==> src/rtl/cfu_acc_pkg.sv <==
// Shared op-codes and arithmetic helpers for the CFU accumulator bank.
package cfu_acc_pkg;

    localparam logic [2:0] OP_NOP       = 3'd0;
    localparam logic [2:0] OP_WR_OFFSET = 3'd1;
    localparam logic [2:0] OP_CLEAR     = 3'd2;
    localparam logic [2:0] OP_ADD       = 3'd3;
    localparam logic [2:0] OP_MAC       = 3'd4;
    localparam logic [2:0] OP_READ      = 3'd5;
    localparam logic [2:0] OP_READ_CLR  = 3'd6;

    // Width of the full-precision dot-product sum: biased lane, times a byte, summed over lanes.
    function automatic int lane_sum_width(input int offset_width, input int lanes);
        int biased_w;
        biased_w = (offset_width > 8 ? offset_width : 8) + 1;
        return biased_w + 8 + $clog2(lanes);
    endfunction

    // Signed add clamped to a width-bit range; returns {overflow, clamped result}.
    function automatic logic [64:0] sat_add(input longint a, input longint b, input int width);
        longint sum;
        longint hi;
        longint lo;
        sum = a + b;
        hi  = (longint'(1) <<< (width - 1)) - 1;
        lo  = -hi - 1;
        if (sum > hi) return {1'b1, hi};
        if (sum < lo) return {1'b1, lo};
        return {1'b0, sum};
    endfunction

endpackage

==> src/rtl/cfu_dot_lanes.sv <==
// Combinational LANES-wide int8 dot product with a signed input offset added to each in_a byte.
module cfu_dot_lanes
    import cfu_acc_pkg::*;
#(
    parameter int LANES        = 4,
    parameter int OFFSET_WIDTH = 9,
    parameter int SUM_WIDTH    = lane_sum_width(OFFSET_WIDTH, LANES)
) (
    input  logic [LANES*8-1:0]             in_a,
    input  logic [LANES*8-1:0]             in_b,
    input  logic signed [OFFSET_WIDTH-1:0] offset,
    output logic signed [SUM_WIDTH-1:0]    sum
);

    localparam int BIAS_W = (OFFSET_WIDTH > 8 ? OFFSET_WIDTH : 8) + 1;
    localparam int PROD_W = BIAS_W + 8;

    logic signed [PROD_W-1:0] prod [LANES];

    for (genvar i = 0; i < LANES; i++) begin : g_lane
        logic signed [7:0]        a_byte;
        logic signed [7:0]        b_byte;
        logic signed [BIAS_W-1:0] biased;
        assign a_byte  = in_a[i*8 +: 8];
        assign b_byte  = in_b[i*8 +: 8];
        assign biased  = BIAS_W'(a_byte) + BIAS_W'(offset);
        assign prod[i] = PROD_W'(biased) * PROD_W'(b_byte);
    end

    always_comb begin
        sum = '0;
        for (int i = 0; i < LANES; i++) begin
            sum = sum + SUM_WIDTH'(prod[i]);
        end
    end

endmodule

==> src/rtl/cfu_acc_bank.sv <==
// Bank of NUM_ACC signed accumulators with a shared input offset, fed by a 2-stage command pipeline.
module cfu_acc_bank
    import cfu_acc_pkg::*;
#(
    parameter int NUM_ACC      = 4,
    parameter int ACC_WIDTH    = 32,
    parameter int LANES        = 4,
    parameter int OFFSET_WIDTH = 9,
    parameter int SATURATE     = 0
) (
    input  logic                                              clk,
    input  logic                                              reset,
    input  logic                                              cmd_valid,
    input  logic [2:0]                                        cmd_op,
    input  logic [(NUM_ACC > 1 ? $clog2(NUM_ACC) : 1)-1:0]    cmd_sel,
    input  logic [LANES*8-1:0]                                in_a,
    input  logic [LANES*8-1:0]                                in_b,
    output logic                                              rsp_valid,
    output logic [ACC_WIDTH-1:0]                              rsp_data,
    output logic                                              sat_flag,
    input  logic                                              clear_sat
);

    localparam int SEL_W = NUM_ACC > 1 ? $clog2(NUM_ACC) : 1;
    localparam int IN_W  = LANES * 8;
    localparam int SUM_W = lane_sum_width(OFFSET_WIDTH, LANES);
    localparam logic [SEL_W-1:0] SEL_MASK = SEL_W'(NUM_ACC - 1);

    logic signed [OFFSET_WIDTH-1:0] offset;
    logic signed [SUM_W-1:0]        dot_sum;
    logic signed [ACC_WIDTH-1:0]    add_val;

    logic                           s1_valid;
    logic [2:0]                     s1_op;
    logic [SEL_W-1:0]               s1_sel;
    logic signed [SUM_W-1:0]        s1_mac;
    logic signed [ACC_WIDTH-1:0]    s1_add;

    logic signed [ACC_WIDTH-1:0]    acc [NUM_ACC];

    logic [SEL_W-1:0]               idx;
    logic signed [ACC_WIDTH-1:0]    acc_rd;
    logic signed [ACC_WIDTH:0]      op_ext;
    logic [ACC_WIDTH-1:0]           wrap_val;
    logic [64:0]                    sat_res;
    logic [63-ACC_WIDTH:0]          unused_sat_hi;
    logic [ACC_WIDTH-1:0]           acc_next;
    logic                           sat_event;

    cfu_dot_lanes #(
        .LANES        (LANES),
        .OFFSET_WIDTH (OFFSET_WIDTH),
        .SUM_WIDTH    (SUM_W)
    ) u_dot (
        .in_a   (in_a),
        .in_b   (in_b),
        .offset (offset),
        .sum    (dot_sum)
    );

    if (ACC_WIDTH <= IN_W) begin : g_add_trunc
        assign add_val = in_a[ACC_WIDTH-1:0];
    end else begin : g_add_sext
        assign add_val = {{(ACC_WIDTH - IN_W){in_a[IN_W-1]}}, in_a};
    end

    // Offset updates at the same edge as stage 1, so only commands issued afterwards see it.
    always_ff @(posedge clk) begin
        if (reset) begin
            s1_valid <= 1'b0;
            s1_op    <= OP_NOP;
            s1_sel   <= '0;
            s1_mac   <= '0;
            s1_add   <= '0;
            offset   <= '0;
        end else begin
            s1_valid <= cmd_valid;
            s1_op    <= cmd_op;
            s1_sel   <= cmd_sel;
            s1_mac   <= dot_sum;
            s1_add   <= add_val;
            if (cmd_valid && cmd_op == OP_WR_OFFSET) begin
                offset <= in_a[OFFSET_WIDTH-1:0];
            end
        end
    end

    assign idx           = s1_sel & SEL_MASK;
    assign acc_rd        = acc[idx];
    assign op_ext        = (s1_op == OP_ADD) ? (ACC_WIDTH + 1)'(s1_add) : (ACC_WIDTH + 1)'(s1_mac);
    assign wrap_val      = acc_rd + op_ext[ACC_WIDTH-1:0];
    assign sat_res       = sat_add(64'(acc_rd), 64'(op_ext), ACC_WIDTH);
    assign unused_sat_hi = sat_res[63:ACC_WIDTH];
    assign acc_next      = (SATURATE != 0) ? sat_res[ACC_WIDTH-1:0] : wrap_val;
    assign sat_event     = (SATURATE != 0) && s1_valid &&
                           (s1_op == OP_ADD || s1_op == OP_MAC) && sat_res[64];

    // All accumulator traffic lives in this stage, so back-to-back commands never race.
    always_ff @(posedge clk) begin
        if (reset) begin
            for (int i = 0; i < NUM_ACC; i++) begin
                acc[i] <= '0;
            end
            rsp_valid <= 1'b0;
            rsp_data  <= '0;
            sat_flag  <= 1'b0;
        end else begin
            rsp_valid <= s1_valid && (s1_op == OP_READ || s1_op == OP_READ_CLR);
            if (s1_valid) begin
                case (s1_op)
                    OP_CLEAR:       acc[idx] <= '0;
                    OP_ADD, OP_MAC: acc[idx] <= acc_next;
                    OP_READ:        rsp_data <= acc_rd;
                    OP_READ_CLR: begin
                        rsp_data <= acc_rd;
                        acc[idx] <= '0;
                    end
                    default: ;
                endcase
            end
            if (sat_event) begin
                sat_flag <= 1'b1;
            end else if (clear_sat) begin
                sat_flag <= 1'b0;
            end
        end
    end

endmodule

==> config.mk <==
export PLATFORM = sky130hd
export DESIGN_NAME = cfu_acc_bank
export DESIGN_NICKNAME = d
export VERILOG_FILES = /design/src/rtl/cfu_acc_pkg.sv /design/src/rtl/cfu_dot_lanes.sv /design/src/rtl/cfu_acc_bank.sv
export SDC_FILE = /design/constraint.sdc
export NUM_CORES = 1
export LEC_CHECK = 0
export ABC_AREA = 0
export CAP_MARGIN = 20
export CORE_ASPECT_RATIO = 0.75
export CORE_MARGIN = 2
export CORE_UTILIZATION = 63
export CTS_BUF_LIST = sky130_fd_sc_hd__clkbuf_16
export DETAILED_ROUTE_END_ITERATION = 8
export PLACE_DENSITY_LB_ADDON = 0.05
export REMOVE_ABC_BUFFERS = 1
export SETUP_SLACK_MARGIN = 0.1
export SYNTH_ARGS = -nofsm -noshare
export SYNTH_HDL_FRONTEND = slang
export SYNTH_HIERARCHICAL = 1
export SYNTH_SLANG_ARGS = --single-unit
==> constraint.sdc <==
create_clock -name clk -period 11.9 [get_ports clk]
set_clock_uncertainty 0.2 [all_clocks]
set_input_delay 1.785 -clock clk [delete_from_list [all_inputs] [get_ports clk]]
set_output_delay 1.785 -clock clk [all_outputs]
set_load 0.05 [all_outputs]
==> results of run 1 <==
==> metrics by stage <==
step | hold WS [ps] | setup WS (ps)
6_report | 258.5 | 939.4
5_1_grt | 275.4 | 519.4
4_1_cts | 260.2 | 1197
3_5_place_dp | 250.5 | 693.9
3_3_place_gp | 241.8 | 783.2
2_1_floorplan | 284.1 | 2504
==> layout make-up <==
cell class                 instances  area [um2]
inverter                         457        1718
multi-input combinational       1703       17010
clock inverter                    13       53.80
timing repair buffer             127        1211
tap                              512       640.6
fill                            3043       11650
sequential                       228        5847
clock buffer                      20       500.5
==> path summary, 6_finish.rpt <==
check	slack [ps]	end
worst max-delay path	940	s1_mac[19]
worst min register to register	260	rsp_data[1]
worst max register to register	2070	s1_mac[19]
worst min-delay path	260	rsp_data[1]
==> state kept, by name, indices dropped and copies added (netlist names) <==
name and cells:
s1_add 32, s1_valid 1, rsp_data 32, s1_op 3, idx 2, s1_mac 20, acc 128, offset 9
rsp_valid 1
==> cells by family (layout without fill, tap and decap cells) <==
family / Yosys count / count (layout)
muxes: 42 / 42
and+or+nand+nor: 764 / 764
AOI/OAI and AO/OA: 246 / 246
other: 1 / 1
DFF: 228 / 228
xor gates and xnor gates: 97 / 97
adders and majority gates: 553 / 553
buffers and inverters: 531 / 617
==> placed cells by master (no fill, tap or decap), types with 24 or more instances in the layout <==
cell             count
inv_1              461
fa_1               381
nand2_1            249
ha_1               172
nor2_1             158
and2_1             153
edfxtp_1           128
clkdlybuf4s50_1    103
dfxtp_1             99
nor2b_1             97
a21oi_1             87
xnor2_1             58
a21o_1              44
xor2_1              36
mux4_2              31
buf_4               24
==> worst min-delay path, delay by kind of cell (launching register included) <==
kind | cells | cell delay, ps
and+or+nand+nor | 1 | 50
AOI/OAI and AO/OA | 1 | 50
DFF | 1 | 310
==> per-layer routing <==
| layer | global-route usage | up-vias |
|---|---|---|
| li1 | - | 7861 |
| met1 | 0.4723 | 8652 |
| met2 | 0.4815 | 614 |
| met3 | 0.06234 | 78 |
| met4 | 0.05775 | 2 |
| met5 | 0 | - |
==> results.py, run 1 <==
metrics = {
    "setup_path": {
        "crit_start": "in_a[24]",
        "cp_max_fo": 4,
        "cp.depth": 33,
        "max_stage_delay_ps": 590,
        "rr_worst_depth": 31,
        "required_ps": 12060,
        "setup.worst_path.end_class": "register",
        "slowest_stage": "fa_1",
        "reg2reg_from": "offset[1]",
        "arrival_ps": 11120,
        "crit_family": "adder cells",
        "path_buf_inv": 7,
        "crit_type": "in2reg",
        "start_kind": "primary input",
        "crit_path_frequent_cell": "fa_1",
    },
    "status": {
        "outcome": "complete, no violations",
    },
    "routing": {
        "vias": 17210,
        "post_drt_via_cell_ratio": 5.623,
        "dr_wl_met3_um": 4695,
        "top_layer_used": "met5",
        "wl_per_cell_um": 19.93,
        "drc_errors": 0,
        "totalWireLength_um": 60980,
        "drt_pass1_iterations": 7,
        "detail-route-antenna-nets": 0,
        "dr.first_iter.drc_count": 1373,
        "wl_met2_um": 27200,
        "wl_met1_um": 27770,
    },
    "die": {
        "die_x_um": 233.4,
        "die_h_um": 176.0,
        "initial_core_util": 0.6436,
        "pin_count": 107,
        "die_area_mm2": 0.04109,
        "fp-row-count": 62,
        "coreArea_mm2": 0.03863,
    },
    "sta": {
        "relSlewSlack": 0.2635,
        "fmaxAchievable_mhz": 91.24,
        "finalHoldViolCount": 0,
        "tns_ps": 0,
        "worst_slew_pin_slew_ps": 1097,
        "setup_violations": 0,
        "period_needed_ps": 10960,
        "maxSlewViolCount": 0,
        "period_share": 0.9211,
        "rsz0062_at_grt": "false",
    },
    "finish": {
        "fin_util": 0.6984,
        "final_area_mm2": 0.02698,
        "syn2layout_area_growth_pct": 8.519,
        "final_nets": 3162,
        "drive_gt1_frac": 0.04945,
        "final_cells": 3060,
        "n_antenna_cell": 0,
    },
    "global_route": {
        "grt_pass1_wl_um": 98780,
        "grt_pass1_vias": 18210,
        "grt_antenna_before_repair": 1,
        "grt_max_degree": 75,
        "gr-total-overflow": 0,
        "grt_usage": 0.3141,
    },
    "synthesis": {
        "async_flop_share": 0,
        "synth_top_family_by_area": "adder cells",
        "synthSimpleGateAreaFrac": 0.1514,
        "synthFlopType": "edfxtp_1",
        "synthesis.area_mm2": 0.02486,
        "seq_area_frac_synth": 0.2351,
        "synthDistinctLibCells": 77,
        "yosys-top-cells-area": "fa_1, edfxtp_1, ha_1, dfxtp_1, inv_1",
        "synthCells": 2462,
        "synth_top_area_frac": 0.3068,
        "synthMuxAreaShare": 0.03407,
        "synth_largest_area_cell": "fa_1",
        "yosysWarnings": 6,
        "yosysMostFrequentCell": "inv_1",
        "synth_edf_count": 128,
        "synthAdderAreaFrac": 0.3933,
        "synth-xor-area-share": 0.03507,
        "synth_seq_cells": 228,
        "syn-mean-instance-area_um2": 10.10,
        "synth_compound_area_frac": 0.06985,
        "synth.top_cells.by_count": "inv_1, fa_1, nand2_1",
    },
    "clocking": {
        "cts_resized": 0,
        "ctsHoldBuffers": 0,
        "clk_path_buf_depth": 3,
        "clk_latency_ps": 500,
        "post-cts-setup-buffer-count": 0,
        "clock_sinks": 228,
        "cts-root-buf": "clkbuf_16",
        "cts.clk_slew.worst_paths_ps": 70,
        "tritoncts": "done",
        "cts-htree-levels": 1,
        "cts_buffers": 19,
    },
    "place": {
        "placed_cells": 3027,
        "io_buffers": 104,
        "place_area_mm2": 0.02643,
        "hpwl_um": 50570,
        "routabilityCongestion": 0.9278,
    },
    "job": {
        "maxCapViolations": 0,
    },
    "hold_path": {
        "hold_class": "reg2reg",
        "holdPathStages": 2,
        "worstHoldStart": "rsp_data[1]",
    },
}
Power of run 1 is left out: the tool's default activity adds up to more than one toggle a clock period on the data nets, which glitch-free logic cannot reach.
==> run 2, diff against run 1 <==
Settings changed: PLACE_DENSITY set to 0.87, PLACE_DENSITY_LB_ADDON 0.05 to not set.
==> results.py, run 2 (synthesis results as in run 1) <==
metrics = {
    "setup_path": {
        "cp_max_fo": 8,
        "crit_path_frequent_cell": "fa_1",
        "start_kind": "primary input",
        "crit_type": "in2reg",
        "setup.worst_path.end_class": "register",
        "slowest_stage": "xor2_1",
        "arrival_ps": 10970,
        "max_stage_delay_ps": 610,
        "required_ps": 12060,
    },
    "finish": {
        "drive_gt1_frac": 0.05073,
        "n_fill_cell": 2809,
        "mostFrequentLayoutCell": "inv_1",
        "final_nets": 3157,
        "syn2layout_area_growth_pct": 8.515,
        "largest-register": "acc",
        "final_cells": 3058,
        "largest_reg_flops": 128,
        "reg_top3": "acc (128), rsp_data (32), s1_add (32)",
        "mostFrequentLayoutCells": "inv_1, fa_1, nand2_1, ha_1, nor2_1",
    },
    "clocking": {
        "cts_buffers": 19,
        "clk_latency_ps": 500,
        "clk_path_buf_depth": 3,
        "cts.clk_slew.worst_paths_ps": 70,
        "ctsHoldBuffers": 0,
        "post-cts-setup-buffer-count": 0,
        "cts-root-buf": "clkbuf_16",
        "cts-htree-levels": 1,
        "tritoncts": "done",
        "cts_resized": 0,
        "clock_sinks": 228,
    },
    "global_route": {
        "gr-total-overflow": 0,
        "grt_usage": 0.3166,
        "grt_pass1_vias": 19020,
        "grt_max_degree": 72,
        "grt_pass1_wl_um": 100000,
        "grt_antenna_before_repair": 3,
    },
    "routing": {
        "dr.first_iter.drc_count": 1602,
        "totalWireLength_um": 61710,
        "drt_pass1_iterations": 5,
        "vias": 17580,
        "drc_errors": 0,
        "post_drt_via_cell_ratio": 5.747,
        "wl_per_cell_um": 20.18,
        "detail-route-antenna-nets": 0,
    },
    "sta": {
        "rsz0062_at_grt": "false",
        "period_needed_ps": 10810,
        "period_share": 0.9083,
        "relSlewSlack": 0.2663,
        "maxSlewViolCount": 0,
        "holdWs_ps": 254.1,
        "setup_violations": 0,
        "tns_ps": 0,
        "worst_slew_pin_slew_ps": 1093,
        "fmaxAchievable_mhz": 92.52,
        "setup_ws_ps": 1091,
        "finalHoldViolCount": 0,
    },
    "die": {
        "coreArea_mm2": 0.03863,
        "die_h_um": 176.0,
        "pin_count": 107,
        "fp-row-count": 62,
        "initial_core_util": 0.6436,
        "die_area_mm2": 0.04109,
        "die_x_um": 233.4,
    },
    "status": {
        "outcome": "complete, no violations",
    },
    "job": {
        "maxCapViolations": 0,
    },
    "place": {
        "io_buffers": 104,
        "hpwl_um": 50170,
        "placed_cells": 3022,
        "pre_cts_slack_ps": 842.9,
        "routabilityCongestion": 0.9729,
    },
    "hold_path": {
        "hold_class": "reg2reg",
    },
}
run 2: worst max-delay path: cells and delay by family:
kind | cells | cell delay [ps]
AOI/OAI and AO/OA | 7 | 1500
xor gates and xnor gates | 2 | 690
and+or+nand+nor | 6 | 1170
adders and majority gates | 11 | 4930
buffers and inverters | 7 | 870
run 2: cell type report:
class | instances | area, um2 | area share
clock buffer | 21 | 525.5 | 0.01948
antenna | 3 | 7.507 | 0.0002782
tap | 512 | 640.6 | 0.02374
multi-input combinational | 1703 | 17010 | 0.6303
inverter | 457 | 1718 | 0.06367
sequential | 228 | 5847 | 0.2167
clock inverter | 12 | 63.81 | 0.002365
timing repair buffer | 122 | 1174 | 0.04350
run 2: per-layer routing:
metal  part of all wire  up-vias  global-route usage  routed length (um)
met5                  0        -                   0                   0
met4              0.037        0              0.1055                2271
met3              0.090      139             0.06767                5569
met1               0.42     8783              0.4519               25920
li1                   -     7861                   -                   -
met2               0.45      792              0.4873               27940
run 2: path summary, 6_finish.rpt:
path,slack [ps],cells past startpoint,start,end
setup / recovery,1090,33,in_a[0],s1_mac[19]
hold / removal,250,2,rsp_data[1],rsp_data[1]
setup reg to reg,2210,31,offset[1],s1_mac[19]
hold reg to reg,250,2,rsp_data[1],rsp_data[1]
run 2: per-stage QoR:
step | instance area [um2] | util
after floorplan | 24570 | -
after global placement | 26380 | 0.6830
after detailed placement | 26380 | 0.6830
after CTS | 26970 | 0.6982
after global routing | 26980 | 0.6984
final | 26980 | 0.6984
Power of run 2 is left out for the same reason.
